**src/rtl/dav_pkg.sv**
```systemverilog
// Shared types and constants for the display/audio-visualiser FFT path.
package dav_pkg;

  typedef enum logic [2:0] {
    IDLE    = 3'd0,
    SNAP    = 3'd1,
    RST     = 3'd2,
    START   = 3'd3,
    WAIT    = 3'd4,
    PUBLISH = 3'd5,
    TMO     = 3'd6
  } fft_sched_state_t;

  localparam int DEFAULT_CNT_W = 8;

  // Largest of three durations; sizes the shared phase counter.
  function automatic int max3(input int a, input int b, input int c);
    int m;
    m = a;
    if (b > m) m = b;
    if (c > m) m = c;
    return m;
  endfunction

endpackage

```
**src/rtl/sat_counter.sv**
```systemverilog
// Up-counter that sticks at all-ones instead of wrapping.
module sat_counter #(
  parameter int W = 8
) (
  input  logic         clk,
  input  logic         rst,
  input  logic         inc,
  output logic [W-1:0] count
);

  // Increment on request unless already at the ceiling.
  always_ff @(posedge clk or posedge rst) begin
    if (rst) begin
      count <= '0;
    end else if (inc && (count != {W{1'b1}})) begin
      count <= count + W'(1);
    end
  end

endmodule

```
**src/rtl/fft_frame_scheduler.sv**
```systemverilog
// Sequences one FFT frame per display-frame request: snapshot, core reset,
// core start, bounded wait for done, then a one-cycle "fresh spectrum" strobe.
// Keeps a one-deep pending request plus overrun/timeout accounting.
module fft_frame_scheduler
  import dav_pkg::*;
#(
  parameter int RST_CYCLES   = 2,
  parameter int START_CYCLES = 1,
  parameter int TIMEOUT      = 64,
  parameter int CNT_W        = DEFAULT_CNT_W
) (
  input  logic             clk,
  input  logic             rst,
  input  logic             enable,
  input  logic             frame_req,
  input  logic             fft_done,
  output logic             snap_en,
  output logic             fft_rst,
  output logic             fft_start,
  output logic             frame_valid,
  output logic             busy,
  output logic [CNT_W-1:0] frame_id,
  output logic [CNT_W-1:0] overrun_cnt,
  output logic [CNT_W-1:0] timeout_cnt,
  output logic             err
);

  localparam int PH_MAX = max3(RST_CYCLES, START_CYCLES, TIMEOUT);
  localparam int PH_W   = $clog2(PH_MAX);

  localparam logic [PH_W-1:0] RST_LAST   = PH_W'(RST_CYCLES - 1);
  localparam logic [PH_W-1:0] START_LAST = PH_W'(START_CYCLES - 1);
  localparam logic [PH_W-1:0] WAIT_LAST  = PH_W'(TIMEOUT - 1);

  fft_sched_state_t state, next_state;
  logic [PH_W-1:0]  phase, phase_next;
  logic             pending, pending_next;
  logic             start_req;
  logic             overrun_inc;
  logic             timeout_inc;
  logic             snap_d, fft_rst_d, fft_start_d, frame_valid_d, busy_d;

  // A disabled scheduler treats frame_req as if it never happened.
  assign start_req   = frame_req && enable;
  // A second request while one is already owed is dropped and counted.
  assign overrun_inc = start_req && (state != IDLE) && pending;
  assign timeout_inc = (state == WAIT) && (next_state == TMO);

  // State, phase counter and pending flag.
  always_ff @(posedge clk or posedge rst) begin
    if (rst) begin
      state   <= IDLE;
      phase   <= '0;
      pending <= 1'b0;
    end else begin
      state   <= next_state;
      phase   <= phase_next;
      pending <= pending_next;
    end
  end

  // Next-state, phase and pending-request logic.
  always_comb begin
    next_state = state;
    case (state)
      IDLE:    if (pending || start_req) next_state = SNAP;
      SNAP:    next_state = RST;
      RST:     if (phase == RST_LAST) next_state = START;
      START:   if (phase == START_LAST) next_state = WAIT;
      // A done arriving on the last allowed cycle still wins over the timeout.
      WAIT: begin
        if (fft_done)                next_state = PUBLISH;
        else if (phase == WAIT_LAST) next_state = TMO;
      end
      PUBLISH: next_state = IDLE;
      TMO:     next_state = IDLE;
      default: next_state = IDLE;
    endcase

    // The phase counter restarts at zero on every state change.
    phase_next = '0;
    if ((next_state == state) &&
        ((state == RST) || (state == START) || (state == WAIT))) begin
      phase_next = phase + PH_W'(1);
    end

    // In IDLE the owed frame is consumed; a request on that same cycle is
    // re-owed. Anywhere else a request is parked in the one-deep slot.
    if (state == IDLE) pending_next = pending && start_req;
    else               pending_next = pending || start_req;
  end

  // Output decode from the upcoming state so every output leaves a flop.
  always_comb begin
    snap_d        = (next_state == SNAP);
    fft_rst_d     = (next_state == RST);
    fft_start_d   = (next_state == START);
    frame_valid_d = (next_state == PUBLISH);
    busy_d        = (next_state != IDLE);
  end

  // Output registers; the core is held in reset until the first clock after rst.
  always_ff @(posedge clk or posedge rst) begin
    if (rst) begin
      snap_en     <= 1'b0;
      fft_rst     <= 1'b1;
      fft_start   <= 1'b0;
      frame_valid <= 1'b0;
      busy        <= 1'b0;
      frame_id    <= '0;
      err         <= 1'b0;
    end else begin
      snap_en     <= snap_d;
      fft_rst     <= fft_rst_d;
      fft_start   <= fft_start_d;
      frame_valid <= frame_valid_d;
      busy        <= busy_d;
      if ((state == WAIT) && (next_state == PUBLISH)) frame_id <= frame_id + CNT_W'(1);
      if (timeout_inc) err <= 1'b1;
    end
  end

  sat_counter #(.W(CNT_W)) u_overrun_cnt (
    .clk   (clk),
    .rst   (rst),
    .inc   (overrun_inc),
    .count (overrun_cnt)
  );

  sat_counter #(.W(CNT_W)) u_timeout_cnt (
    .clk   (clk),
    .rst   (rst),
    .inc   (timeout_inc),
    .count (timeout_cnt)
  );

endmodule

```
**config.mk**
```make
export PLATFORM = sky130hd
export DESIGN_NAME = fft_frame_scheduler
export DESIGN_NICKNAME = d
export VERILOG_FILES = /design/src/rtl/dav_pkg.sv /design/src/rtl/sat_counter.sv /design/src/rtl/fft_frame_scheduler.sv
export SDC_FILE = /design/constraint.sdc
export NUM_CORES = 1
export LEC_CHECK = 0
export BUFFER_PORTS_ARGS = -buffer_cell sky130_fd_sc_hd__buf_2
export CAP_MARGIN = 20
export CORE_AREA = 2 2 96 75
export CTS_CLUSTER_SIZE = 40
export DETAILED_ROUTE_END_ITERATION = 6
export DIE_AREA = 0 0 98 77
export PLACE_DENSITY_LB_ADDON = 0.08
export RECOVER_POWER = 100
export SETUP_SLACK_MARGIN = 0.5
export SKIP_LAST_GASP = 1
export SLEW_MARGIN = 20
export SYNTH_ARGS = -nofsm -noshare
export SYNTH_HDL_FRONTEND = slang
export SYNTH_SLANG_ARGS = --single-unit
```
**constraint.sdc**
```tcl
create_clock -name clk -period 3.07 [get_ports clk]
set_clock_uncertainty 0.1 [all_clocks]
set_input_delay 0.307 -clock clk [delete_from_list [all_inputs] [get_ports clk]]
set_output_delay 0.307 -clock clk [all_outputs]
set_load 0.02 [all_outputs]
```
== Word-level counts from Yosys, hierarchy flattened ==
Cells that the tools add are included.

* $add $sub $neg: 4
* Multiply operators: 0
* Div/mod/pow operators: 0
* Magnitude comparators: 0
* Eq/ne operators: 14
* Shift operators: 0
* Mux-type cells: 8
* Bitwise gates (word level): 0
* Reduce and logical (&&, ||, !) cells: 16

{| class="wikitable"
|+ Operator list
! kind !! number
|-
| 8-bit by 1-bit adder with 8-bit output (second input constant) || 3
|-
| 8-bit inequality test (second input constant) || 2
|-
| 3-bit two-way mux || 5
|-
| 3-bit case mux with 5 select lines || 1
|-
| 3-bit by 2-bit == test with 1-bit output (second input constant) || 4
|-
| 3-bit == test (second input constant) || 3
|-
| 1-bit logical AND || 9
|-
| 6-bit by 1-bit adder with 6-bit output (second input constant) || 1
|-
| 3-bit by 1-bit == test with 1-bit output (second input constant) || 2
|-
| 6-bit by 1-bit == test with 1-bit output (second input constant) || 1
|-
| 6-bit == test (second input constant) || 1
|-
| 6-bit zero test || 1
|-
| 6-bit two-way mux || 1
|-
| 3-bit nonzero test || 2
|-
| 3-bit == test || 1
|-
| 3-bit zero test || 1
|-
| 1-bit logical OR || 3
|-
| 1-bit two-way mux || 1
|}

* Register bits after elaboration: 40
* Bits in latches: 0
* Bits in writable memories: 0
* ROM bits: 0
* Input bits: 5
* Output and inout bits: 30
* Logic and storage cells: 54
* Memories: 0

== Logic depth before layout (Yosys ltp) ==
Gate-level depths: netlist of the first run.

* Depth in word-level cells: 7
* Mapped depth: 6

== By module ==
From an unflattened synthesis of the first run, not the netlist that was laid out.

* Cell total of the unflattened synthesis: 176
* Area total of the unflattened synthesis: 1,955.6 um^2

{| class="wikitable"
|+ By module, submodules not included
! module !! instances !! cells an instance !! area an instance (um^2) !! sequential area each (um^2)
|-
| fft_frame_scheduler || 1 || 100 || 1,117.3 || 601.8
|-
| sat_counter || 2 || 38 || 419.2 || 200.2
|}

== Worst setup path before layout of the first run ==
No wires, ideal clock.

* Kind: register to register
* Start point: register u_overrun_cnt.count[0]
* End point: register u_overrun_cnt.count[3]
* Setup time: 0.131 ns
* Arrival time: 1.661 ns
* Required time: 2.839 ns
* Setup slack: 1.178 ns
* Cell stages (with the launch flop): 6
* Buffers on the path: 0
* Period minus slack after synthesis: 1.892 ns
* Cells stage by stage: dfrtp_1 > ha_1 > and3_1 > a211oi_1 > nand4_1 > xnor2_1

* Longest elaborated chain between the ends: 2
* Elaborated cells on any way between the ends: 3
* Classes of those cells: add/sub: 1; eq/ne: 1; reduce/logical: 1

{| class="wikitable"
|+ Ends and longest elaborated chain
! what !! line !! source
|-
| from (decl) || sat_counter.sv:8 || <nowiki>output logic [W-1:0] count</nowiki>
|-
| from (signal assigned) || sat_counter.sv:16 || <nowiki>count <= count + W'(1);</nowiki>
|-
| branches (longest 2 deep; another with 8-bit by 1-bit adder with 8-bit output) || - ||
|}

Parallel ways; which one is timed is not known.
A chain may end at the register's enable or synchronous reset.

== Final worst setup path of the first run ==
* Start point: register phase[2]
* End point: register phase[1]

* Longest elaborated chain between the ends: 7
* Elaborated cells on any way between the ends: 11
* Classes of those cells: eq/ne: 3; mux: 6; reduce/logical: 2

{| class="wikitable"
|+ Ends and longest elaborated chain
! what !! line !! source
|-
| from (decl) || fft_frame_scheduler.sv:36 || <nowiki>logic [PH_W-1:0] phase, phase_next;</nowiki>
|-
| from (signal assigned) || fft_frame_scheduler.sv:57 || <nowiki>phase <= phase_next;</nowiki>
|-
| 6-bit == test || fft_frame_scheduler.sv:73 || <nowiki>else if (phase == WAIT_LAST) next_state = TMO;</nowiki>
|-
| 3-bit two-way mux || fft_frame_scheduler.sv:73 ||
|-
| 3-bit two-way mux || fft_frame_scheduler.sv:72 || <nowiki>if (fft_done) next_state = PUBLISH;</nowiki>
|-
| 3-bit case mux with 5 select lines (*) || fft_frame_scheduler.sv:65 || <nowiki>case (state)</nowiki>
|-
| 3-bit == test (*) || fft_frame_scheduler.sv:82 || <nowiki>if ((next_state == state) &&</nowiki>
|-
| 1-bit logical AND (*) || fft_frame_scheduler.sv:82 ||
|-
| 6-bit two-way mux (*) || fft_frame_scheduler.sv:82 ||
|-
| via phase_next[1] || fft_frame_scheduler.sv:36 ||
|}

The timed path passes the listed nets; every way through them passes the cells marked *.

==> reports/qor.csv, run 1 <==
metric,value,unit
status,completed,
number of H-tree levels,2,
clk slew on worst S/H paths,0.07,ns
RSZ-0062 raised after global routing,no,
Util after Layout,0.3319,
"FFs w/ async S/R, synth",1.000,
netlist area before placement,1914,um2
vias,1334,
P_int,0.0009647,W
CP required,3.11,ns
Longest Clk Path Bufs,2,
clock share of power,0.233,
Max Slew Vio Count,0,
CTS tree,built,
DR WL met3,202,um
min-delay worst type,in2async,
Num CTS Buffers,5,
setup TNS,0,ns
DR iter-0 viols,61,
share of cells above drive strength 1,0.07075,
Synth Instances,174,
die area,7546,um2
area of the multi-input gates,835.8,um2
GPL Wtd Cong,0.7443,
R2R Path End,phase[1],
Slowest Stage Delay on Critical Path,0.70,ns
first-pass GRT wire length,6486,um
GRT overflow,0,
"Setup violations, final",0,
Unique masters post-synth,38,
normalized max-slew margin,0.2096,
WL met1,2040,um
post_cts resized,0,
crit path max fanout,6,
Slew @ Worst Pin,1.186,ns
Worst-Skew Late Latency,0.29,ns
ys flop type,dfrtp_1,
Initial Util,0.2899,
core area,6604,um2
HPWL Detailed,2848,um
WP data arrival,2.22,ns
sw frac,0.3680,
wire length on met2,1535,um
CP Capture Type,flop,
net load switching power,0.0005618,W
most area-consuming cells after synthesis,"dfrtp_1, xnor2_1, xor2_1, ha_1, nand3_1",
fmax,458.6,MHz
top-area cell type share of the netlist area,0.5098,
Detailed Routing Iterations Pass 1,4,
WL final,3829,um
TritonCTS Sinks,40,
PwrDens,696.3,nW/um2
Routed WL per cell,12.94,um
Syn Area/Cell,11.00,um2
cell row count,26,
Crit Path Class,reg2reg,
CP Buf/Inv Count,0,
CTS Root Cell,clkbuf_8,
DRT antenna net count,0,
die width,98,um
Critical Path Source Type,flop,
crit path time final,2.181,ns
post-synthesis register bit count,40,
synthesis-to-layout area growth,14.51,%
cell type with the largest total area after synthesis,dfrtp_1,
"commonest cells after routing, fill and taps aside","dfrtp_1, clkbuf_1, nand3_1, xnor2_1",
chip height,77,um
FILL cells,700,
critical path's top delay family,compound AO/OA/AOI/OAI gates,
Post-CTS Setup Bufs,0,
crit share post-route,0.7103,
# diodes,0,
number of flops mapped to enable cells by yosys,0,
antenna violations before repair,0,
Worst IR Drop VDD,0.2658,mV
IO Pins,35,
"commonest non-fill, non-tap cell in the layout",dfrtp_1,
max-cap check violation count,0,
drc violations,0,
# hold bufs at CTS,0,
GR Util All Layers,0.1065,
vias in the first global route,1333,
Final nets,222,
Worst path most repeated cell,a21boi_0,
R2R depth,4,
final hold vios,0,
sequential area share after synthesis,0.5235,
Max Used Layer,met4,
Leakage,0.9800,nW
register area,1002,um2
IO Port Bufs,34,
R2R Path Start,phase[2],
crit-path cells,nor4_1 > a21boi_0 > o211ai_1 > a21boi_0,
Synth Net Count,185,
FF-to-FF setup slack,0.89,ns
critical path's slowest cell,nor4_1,
yosys warns,0,
Reg power frac,0.491,
largest net degree at the start of global routing,23,
vias per cell,4.507,
Comb power frac,0.276,
-- worst max-delay path by stage --
stage / from / to / slack, ns / cells after the start
CTS: phase[0] / frame_id[1] / 1.05 / 4
finish: phase[2] / phase[1] / 0.89 / 4
floorplan: u_overrun_cnt.count[0] / u_overrun_cnt.count[3] / 1.18 / 5
global placement: phase[0] / frame_id[1] / 1.11 / 4
global route: phase[2] / phase[1] / 0.74 / 4
detailed placement: phase[0] / frame_id[1] / 1.05 / 4
-- sequential cells by signal, summed over array words and instances (netlist names) --
signal               cells
busy                     1
err                      1
fft_rst                  1
fft_start                1
frame_id                 8
frame_valid              1
pending                  1
phase                    6
snap_en                  1
state                    3
u_overrun_cnt.count      8
u_timeout_cnt.count      8
-- per-stage QoR --
stage	hold WS (ns)	setup slack (ns)	std cells	instance area [um2]	total power [W]
detailed placement	0.3608	1.051	288	2165	0.001202
floorplan	0.3455	1.178	174	1914	0.001073
CTS	0.06636	1.051	296	2255	0.001572
global route	0.09679	0.7434	296	2192	0.001649
finish	0.02845	0.8893	296	2192	0.001526
global placement	0.3572	1.113	288	2165	0.001201
-- power groups by stage --
stage	combinational (W)	sequential (W)	clock, W
6_report	0.000421	0.000750	0.000355
3_5_place_dp	0.000446	0.000757	0
4_1_cts	0.000447	0.000748	0.000377
3_3_place_gp	0.000446	0.000755	0
5_1_grt	0.000476	0.000771	0.000402
2_1_floorplan	0.000298	0.000775	0
-- layer usage --
layer	GRT usage	vias to the layer above
met2	0.1425	19
met1	0.1556	627
met3	0.03737	5
li1	-	683
met4	0.04167	0
met5	0	-
-- logic make-up after synthesis --
logic type,count (synthesis),share of synthesized area
AO/OA/AOI/OAI,29,0.1020
XOR/XNOR,25,0.1144
adder cells (fa/ha/maj),6,0.03921
buffers and inverters,11,0.02876
flip-flops,40,0.5235
multiplexers,2,0.01176
AND/OR/NAND/NOR,61,0.1804
-- cell usage after synthesis, types with 2 or more instances --
cell and n:
xor2_1 11, mux2_2 2, nand2b_1 2, and3_1 4, nor3_1 6, dfrtp_1 39, nor2_1 6, xnor2_1 14
nand4_1 5, nand2_1 13, o21ai_0 4, inv_1 6, and3b_1 2, a21boi_0 3, and4_1 3, nand3_1 14
buf_2 2, a21oi_1 13, ha_1 6
-- layout make-up --
type                       instances  share of cell area
sequential                        40              0.4572
multi-input combinational        123              0.3813
clock buffer                       8             0.04110
timing repair buffer              35             0.06221
tap                               84             0.04795
inverter                           6             0.01027
No activity file was read; power rests on OpenSTA's default activity.
==> run 2, diff against run 1 <==
--- a/config.mk
+++ b/config.mk
@@ -5,12 +5,13 @@
 export SDC_FILE = /design/constraint.sdc
 export NUM_CORES = 1
 export LEC_CHECK = 0
+export ABC_AREA = 1
 export BUFFER_PORTS_ARGS = -buffer_cell sky130_fd_sc_hd__buf_2
 export CAP_MARGIN = 20
-export CORE_AREA = 2 2 96 75
+export CORE_AREA = 2 2 97 75
 export CTS_CLUSTER_SIZE = 40
 export DETAILED_ROUTE_END_ITERATION = 6
-export DIE_AREA = 0 0 98 77
+export DIE_AREA = 0 0 99 77
 export PLACE_DENSITY_LB_ADDON = 0.08
 export RECOVER_POWER = 100
 export SETUP_SLACK_MARGIN = 0.5
==> constraint.sdc (replaced) <==
create_clock -name clk -period 2.1 [get_ports clk]
set_clock_uncertainty 0.1 [all_clocks]
set_input_delay 0.21 -clock clk [delete_from_list [all_inputs] [get_ports clk]]
set_output_delay 0.21 -clock clk [all_outputs]
set_load 0.02 [all_outputs]
==> reports/qor.csv, run 2 <==
metric,value,unit,change
status,completed,,
DRT antenna net count,0,,unchanged
die area,7623,um2,+1.0%
sequential area share after synthesis,0.5125,,-0.01105
Worst-Skew Late Latency,0.29,ns,about the same
post-synthesis register bit count,40,,unchanged
CP required,2.21,ns,-0.90 ns
vias,1557,,+17%
GPL Wtd Cong,0.7519,,+1.0%
HPWL Detailed,2824,um,-0.85%
GRT overflow,0,,unchanged
share of cells above drive strength 1,0.2753,,+0.2045
WP data arrival,1.90,ns,-0.32 ns
CP Capture Type,flop,,
drc violations,0,,unchanged
largest net degree at the start of global routing,41,,+78%
Comb power frac,0.410,,+0.134
clk slew on worst S/H paths,0.08,ns,about the same
max-cap check violation count,0,,unchanged
vias in the first global route,1467,,+10%
# diodes,0,,unchanged
Detailed Routing Iterations Pass 1,4,,unchanged
net load switching power,0.001212,W,+120%
Worst path most repeated cell,nand2_2,,
vias per cell,4.197,,-6.9%
Cells after DPL,338,,+17%
most area-consuming cells after synthesis,"dfrtp_1, nand2_1, xor2_1, inv_1, nor2_1",,
ys flop type,dfrtp_1,,
"commonest cells after routing, fill and taps aside","nand2_1, dfrtp_1, clkbuf_1, inv_1, nor2_1",,
synthesis-to-layout area growth,36.66,%,
number of flops mapped to enable cells by yosys,0,,unchanged
fin cells,371,,+25%
Max Slew Vio Count,0,,unchanged
Util after Layout,0.4008,,+0.06881
netlist area before placement,1956,um2,+2.2%
Synth Net Count,230,,+24%
Leakage,1.345,nW,+37%
fmax,558.4,MHz,+22%
min-delay worst type,in2reg,,
critical path's top delay family,simple AND/OR/NAND/NOR gates,,
Overall Power,0.003073,W,+100%
chip height,77,um,unchanged
Syn Area/Cell,8.930,um2,-19%
final hold vios,0,,unchanged
Regs by FF count,"frame_id: 8 flops, u_overrun_cnt.count: 8 flops, u_timeout_cnt.count: 8 flops",,
Slowest Stage Delay on Critical Path,0.49,ns,-0.21 ns
FILL cells,668,,-4.6%
P_int,0.001861,W,+93%
IO Port Bufs,34,,unchanged
top-area cell type share of the netlist area,0.4990,,-0.01076
FF-to-FF setup slack,0.31,ns,-0.58 ns
synth cell count leaders,"nand2_1, dfrtp_1, inv_1",,
crit-path cells,inv_1 > nand2_1 > nor2_1 > nand2_2 > inv_1 > nor2_2 > nand2_2 > nand2_2 > nand2_2 > nand3_4 > nor2_1,,
top-count cell post-synth,nand2_1,,
sw frac,0.3943,,+0.02631
Longest Clk Path Bufs,2,,unchanged
normalized max-slew margin,0.3186,,+0.1090
cell row count,26,,unchanged
Worst IR Drop VDD,0.5315,mV,+100%
crit share post-route,0.8527,,+0.1424
Slew @ Worst Pin,1.022,ns,-0.1635 ns
clock share of power,0.226,,-0.007
GR Util All Layers,0.1131,,+0.006507
Initial Util,0.2932,,+0.003363
Final nets,297,,+34%
DR iter-0 viols,33,,-46%
CP Buf/Inv Count,2,,+2
WL final,4247,um,+11%
core area,6669,um2,+0.99%
antenna violations before repair,0,,unchanged
Synth Instances,219,,+26%
number of H-tree levels,2,,unchanged
CTS Root Cell,clkbuf_8,,
Reg power frac,0.364,,-0.127
Min Hold Slack,0.08892,ns,+0.06047 ns
"Setup violations, final",0,,unchanged
Num CTS Buffers,5,,unchanged
"FFs w/ async S/R, synth",1.000,,unchanged
"commonest non-fill, non-tap cell in the layout",nand2_1,,
first-pass GRT wire length,7003,um,+8.0%
crit path time final,1.791,ns,-0.3900 ns
CTS tree,built,,
yosys warns,0,,unchanged
Unique masters post-synth,23,,-39%
PwrDens,1150,nW/um2,+65%
crit path max fanout,7,,+1
critical path's slowest cell,dfrtp_1,,
setup TNS,0,ns,unchanged
Critical Path Source Type,flop,,
Routed WL per cell,11.45,um,-12%
Crit Path Class,reg2reg,,
die width,99,um,+1.0%
cell type with the largest total area after synthesis,dfrtp_1,,
TritonCTS Sinks,40,,unchanged
IO Pins,35,,unchanged
RSZ-0062 raised after global routing,yes,,
-- run 2: kinds of logic (layout without fill, tap and decap cells) --
kind of cell,Yosys count,in the layout,synth area share
AND/OR/NAND/NOR,111,111,0.2546
flip-flops,40,40,0.5125
buffers and inverters,30,98,0.05758
XOR/XNOR,24,24,0.1075
AO/OA/AOI/OAI,7,7,0.02367
adder cells (fa/ha/maj),6,6,0.03839
multiplexers,1,1,0.005758
-- run 2: path summary, 6_finish.rpt --
kind | to | start | cells after the start
worst max-delay path | phase[1] | state[2] | 11
worst min-delay path | pending | enable | 3
worst max register to register | phase[1] | state[2] | 11
worst min register to register | err | err | 2
max in group asynchronous | phase[1] | rst | 4
min in group asynchronous | u_overrun_cnt.count[1] | rst | 4
-- run 2: metrics by stage --
step	instance area, um2	setup slack (ns)
2_1_floorplan	1963	0.4676
3_3_place_gp	2246	0.2989
3_5_place_dp	2246	0.3152
4_1_cts	2532	0.4190
5_1_grt	2673	0.1698
6_report	2673	0.3093
-- run 2: repair_timing --
action / 4_1_cts / 5_1_grt
setup buffers: 11 / 13
cloned: 0 / 0
pin swaps: 10 / 26
endpoints found under the hold margin: 39 / 0
endpoints found under the setup margin: 25 / 29
resized for setup: 16 / 48
hold buffers: 1 / 0
-- run 2: metal layers --
| metal | track usage | vias to the layer above | share of wire |
|---|---|---|---|
| met5 | 0 | - | 0 |
| met4 | 0.02877 | 0 | 0.0075 |
| met3 | 0.03191 | 4 | 0.035 |
| met2 | 0.1662 | 21 | 0.46 |
| met1 | 0.1633 | 724 | 0.50 |
| li1 | - | 808 | - |
-- run 2: power groups by stage --
| stage | logic (W) | clock network [W] | registers (W) |
|---|---|---|---|
| after global routing | 0.00140 | 0.000751 | 0.00115 |
| final | 0.00126 | 0.000695 | 0.00112 |
| after global placement | 0.000966 | 0 | 0.00113 |
| after floorplan | 0.000547 | 0 | 0.00125 |
| after detailed placement | 0.000952 | 0 | 0.00112 |
| after CTS | 0.00114 | 0.000720 | 0.00111 |
-- run 2: worst reg2reg max path: cells and delay by family, from the launching register on --
family,cells,cell delay (ns)
buffers and inverters,2,0.21
flip-flops,1,0.49
AND/OR/NAND/NOR,9,0.92
-- run 2: area by class of cell --
| class | instances | area [um2] | area share |
|---|---|---|---|
| flip-flops and latches | 40 | 1005 | 0.3759 |
| multi-input cells | 149 | 983.4 | 0.3680 |
| repair buffers | 60 | 329.1 | 0.1231 |
| inverters | 30 | 123.9 | 0.04635 |
| well taps | 84 | 105.1 | 0.03933 |
| clock buffers | 7 | 96.34 | 0.03605 |
| clock inverters | 1 | 30.03 | 0.01124 |
==> run 3, diff against run 2 <==
--- a/config.mk
+++ b/config.mk
@@ -14,6 +14,7 @@
 export DIE_AREA = 0 0 99 77
 export PLACE_DENSITY_LB_ADDON = 0.08
 export RECOVER_POWER = 100
+export REMOVE_ABC_BUFFERS = 1
 export SETUP_SLACK_MARGIN = 0.5
 export SKIP_LAST_GASP = 1
 export SLEW_MARGIN = 20
==> constraint.sdc (replaced) <==
create_clock -name clk -period 2.1 [get_ports clk]
set_clock_uncertainty 0.1 [all_clocks]
set_input_delay 0.21 -clock clk [delete_from_list [all_inputs] [get_ports clk]]
set_output_delay 0.21 -clock clk [all_outputs]
set_load 0.05 [all_outputs]
==> reports/qor.csv, run 3 (synthesis results as in run 2) <==
metric,value,unit,change
cell row count,26,,unchanged
die width,99,um,unchanged
Longest Clk Path Bufs,2,,unchanged
Max Slew Vio Count,0,,unchanged
chip height,77,um,unchanged
drc violations,0,,unchanged
Worst-Skew Late Latency,0.29,ns,about the same
vias,1533,,-1.5%
Slowest Stage Delay on Critical Path,0.43,ns,-0.06 ns
largest net degree at the start of global routing,41,,unchanged
CTS Root Cell,clkbuf_8,,
area of the multi-input gates,935.9,um2,-4.8%
Detailed Routing Iterations Pass 1,4,,unchanged
FILL cells,723,,+8.2%
PwrDens,1284,nW/um2,+12%
vias in the first global route,1473,,+0.41%
dpl cell area,2238,um2,-0.33%
HPWL Detailed,2832,um,+0.30%
DR iter-0 viols,81,,+150%
Routed WL per cell,11.84,um,+3.4%
max-cap check violation count,0,,unchanged
IO Port Bufs,34,,unchanged
fin cells,361,,-2.7%
crit path max fanout,6,,-1
register area,1003,um2,-0.12%
setup TNS,0,ns,unchanged
Leakage,1.281,nW,-4.8%
Cells after DPL,338,,unchanged
CP required,2.18,ns,-0.03 ns
Regs by FF count,"frame_id: 8 flops, u_overrun_cnt.count: 8 flops, u_timeout_cnt.count: 8 flops",,
WHS Path Cells,3,,unchanged
Initial Util,0.2932,,unchanged
share of cells above drive strength 1,0.2022,,-0.07310
first-pass GRT wire length,7182,um,+2.6%
GR Util All Layers,0.1171,,+0.004072
# diodes,0,,unchanged
GPL Wtd Cong,0.7627,,+1.4%
DRT antenna net count,0,,unchanged
Critical Path Stages,11,,unchanged
number of H-tree levels,2,,unchanged
Num CTS Buffers,5,,unchanged
crit share post-route,0.8639,,+0.01115
"Setup violations, final",0,,unchanged
core area,6669,um2,unchanged
Crit Path Class,reg2reg,,
antenna violations before repair,0,,unchanged
"commonest cells after routing, fill and taps aside","nand2_1, dfrtp_1, clkbuf_1, inv_1, nor2_1",,
WP data arrival,1.89,ns,about the same
final hold vios,0,,unchanged
Slew @ Worst Pin,1.054,ns,+0.03152 ns
R2R depth,11,,unchanged
crit-path cells,inv_1 > ha_1 > nand3_4 > nand2_1 > inv_1 > nor2_4 > nand2_2 > nand2_2 > nand2_1 > nand3_4 > nor2_2,,
RSZ-0062 raised after global routing,yes,,
Util after Layout,0.3799,,-0.02082
GRT overflow,0,,unchanged
clk slew on worst S/H paths,0.09,ns,about the same
fmax,551.2,MHz,-1.3%
Worst IR Drop VDD,0.6168,mV,+16%
critical path's slowest cell,dfrtp_1,,
final instance area,2534,um2,-5.2%
"commonest non-fill, non-tap cell in the layout",nand2_1,,
Critical Path Source Type,flop,,
synthesis-to-layout area growth,29.56,%,
crit path time final,1.814,ns,+0.02341 ns
critical path's top delay family,simple AND/OR/NAND/NOR gates,,
min-delay worst type,in2reg,,
die area,7623,um2,unchanged
TritonCTS Sinks,40,,unchanged
CP Buf/Inv Count,2,,unchanged
Final nets,287,,-3.4%
normalized max-slew margin,0.2976,,-0.02101
WL final,4274,um,+0.64%
IO Pins,35,,unchanged
CP Capture Type,flop,,
status,completed,,
vias per cell,4.247,,+1.2%
CTS tree,built,,
[run 3: cell count changes in the layout (fill, tap and decap cells not counted), sizes merged]
| cell | delta |
|---|---|
| inv | +1 |
| clkinv | +1 |
| clkinvlp | -1 |
| clkbuf | -4 |
| buf | -7 |
[run 3: routing by layer]
metal	up-vias	GRT usage	wire length (um)
li1	791	-	-
met1	711	0.1792	2275
met2	29	0.1595	1820
met3	2	0.03191	156
met4	0	0.03288	21
met5	-	0	0
[run 3: final timing paths]
path	start	end	slack [ns]
min in group asynchronous	rst	err	0.69
hold / removal	enable	pending	0.09
hold reg to reg	frame_id[7]	frame_id[7]	0.38
max in group asynchronous	rst	state[2]	0.50
setup reg to reg	phase[1]	phase[2]	0.29
setup / recovery	phase[1]	phase[2]	0.29
[run 3: stage by stage]
| step | hold slack, ns | total power, W | worst slack, ns |
|---|---|---|---|
| 2_1_floorplan | 0.2660 | 0.002055 | 0.2481 |
| 3_3_place_gp | 0.2811 | 0.002355 | 0.2776 |
| 3_5_place_dp | 0.2825 | 0.002344 | 0.2709 |
| 4_1_cts | 0.08315 | 0.003163 | 0.3759 |
| 5_1_grt | 0.1116 | 0.003493 | 0.1574 |
| 6_report | 0.09057 | 0.003254 | 0.2859 |
[run 3: layout make-up]
type,count,area share
clock buffers,6,0.03259
clock inverters,2,0.01531
inverters,30,0.04543
multi-input cells,149,0.3694
flip-flops and latches,40,0.3960
well taps,84,0.04148
repair buffers,50,0.09975
[run 3: worst reg2reg max path, stage by stage, from the launching register on]
cell and delay, ns:
dfrtp_1 0.43, inv_1 0.14, ha_1 0.21, nand3_4 0.11, nand2_1 0.11, inv_1 0.07, nor2_4 0.09, nand2_2 0.08
nand2_2 0.07, nand2_1 0.09, nand3_4 0.14, nor2_2 0.05
[run 3: what timing repair did]
item	4_1_cts	5_1_grt
gates resized for setup	14	26
setup endpoints to repair	25	32
pin swaps	6	18
hold buffers	1	0
buffers inserted	7	7
gates cloned	0	0
endpoints found under the hold margin	39	0
[run 3: where the power goes]
| group | total (W) | internal [W] | switching [W] | leakage [nW] |
|---|---|---|---|---|
| clock network | 0.000672 | 0.000389 | 0.000283 | 0.0614 |
| registers | 0.00112 | 0.000945 | 0.000174 | 0.526 |
| logic | 0.00146 | 0.000449 | 0.00102 | 0.693 |
| total | 0.00325 | 0.00178 | 0.00147 | 1.28 |
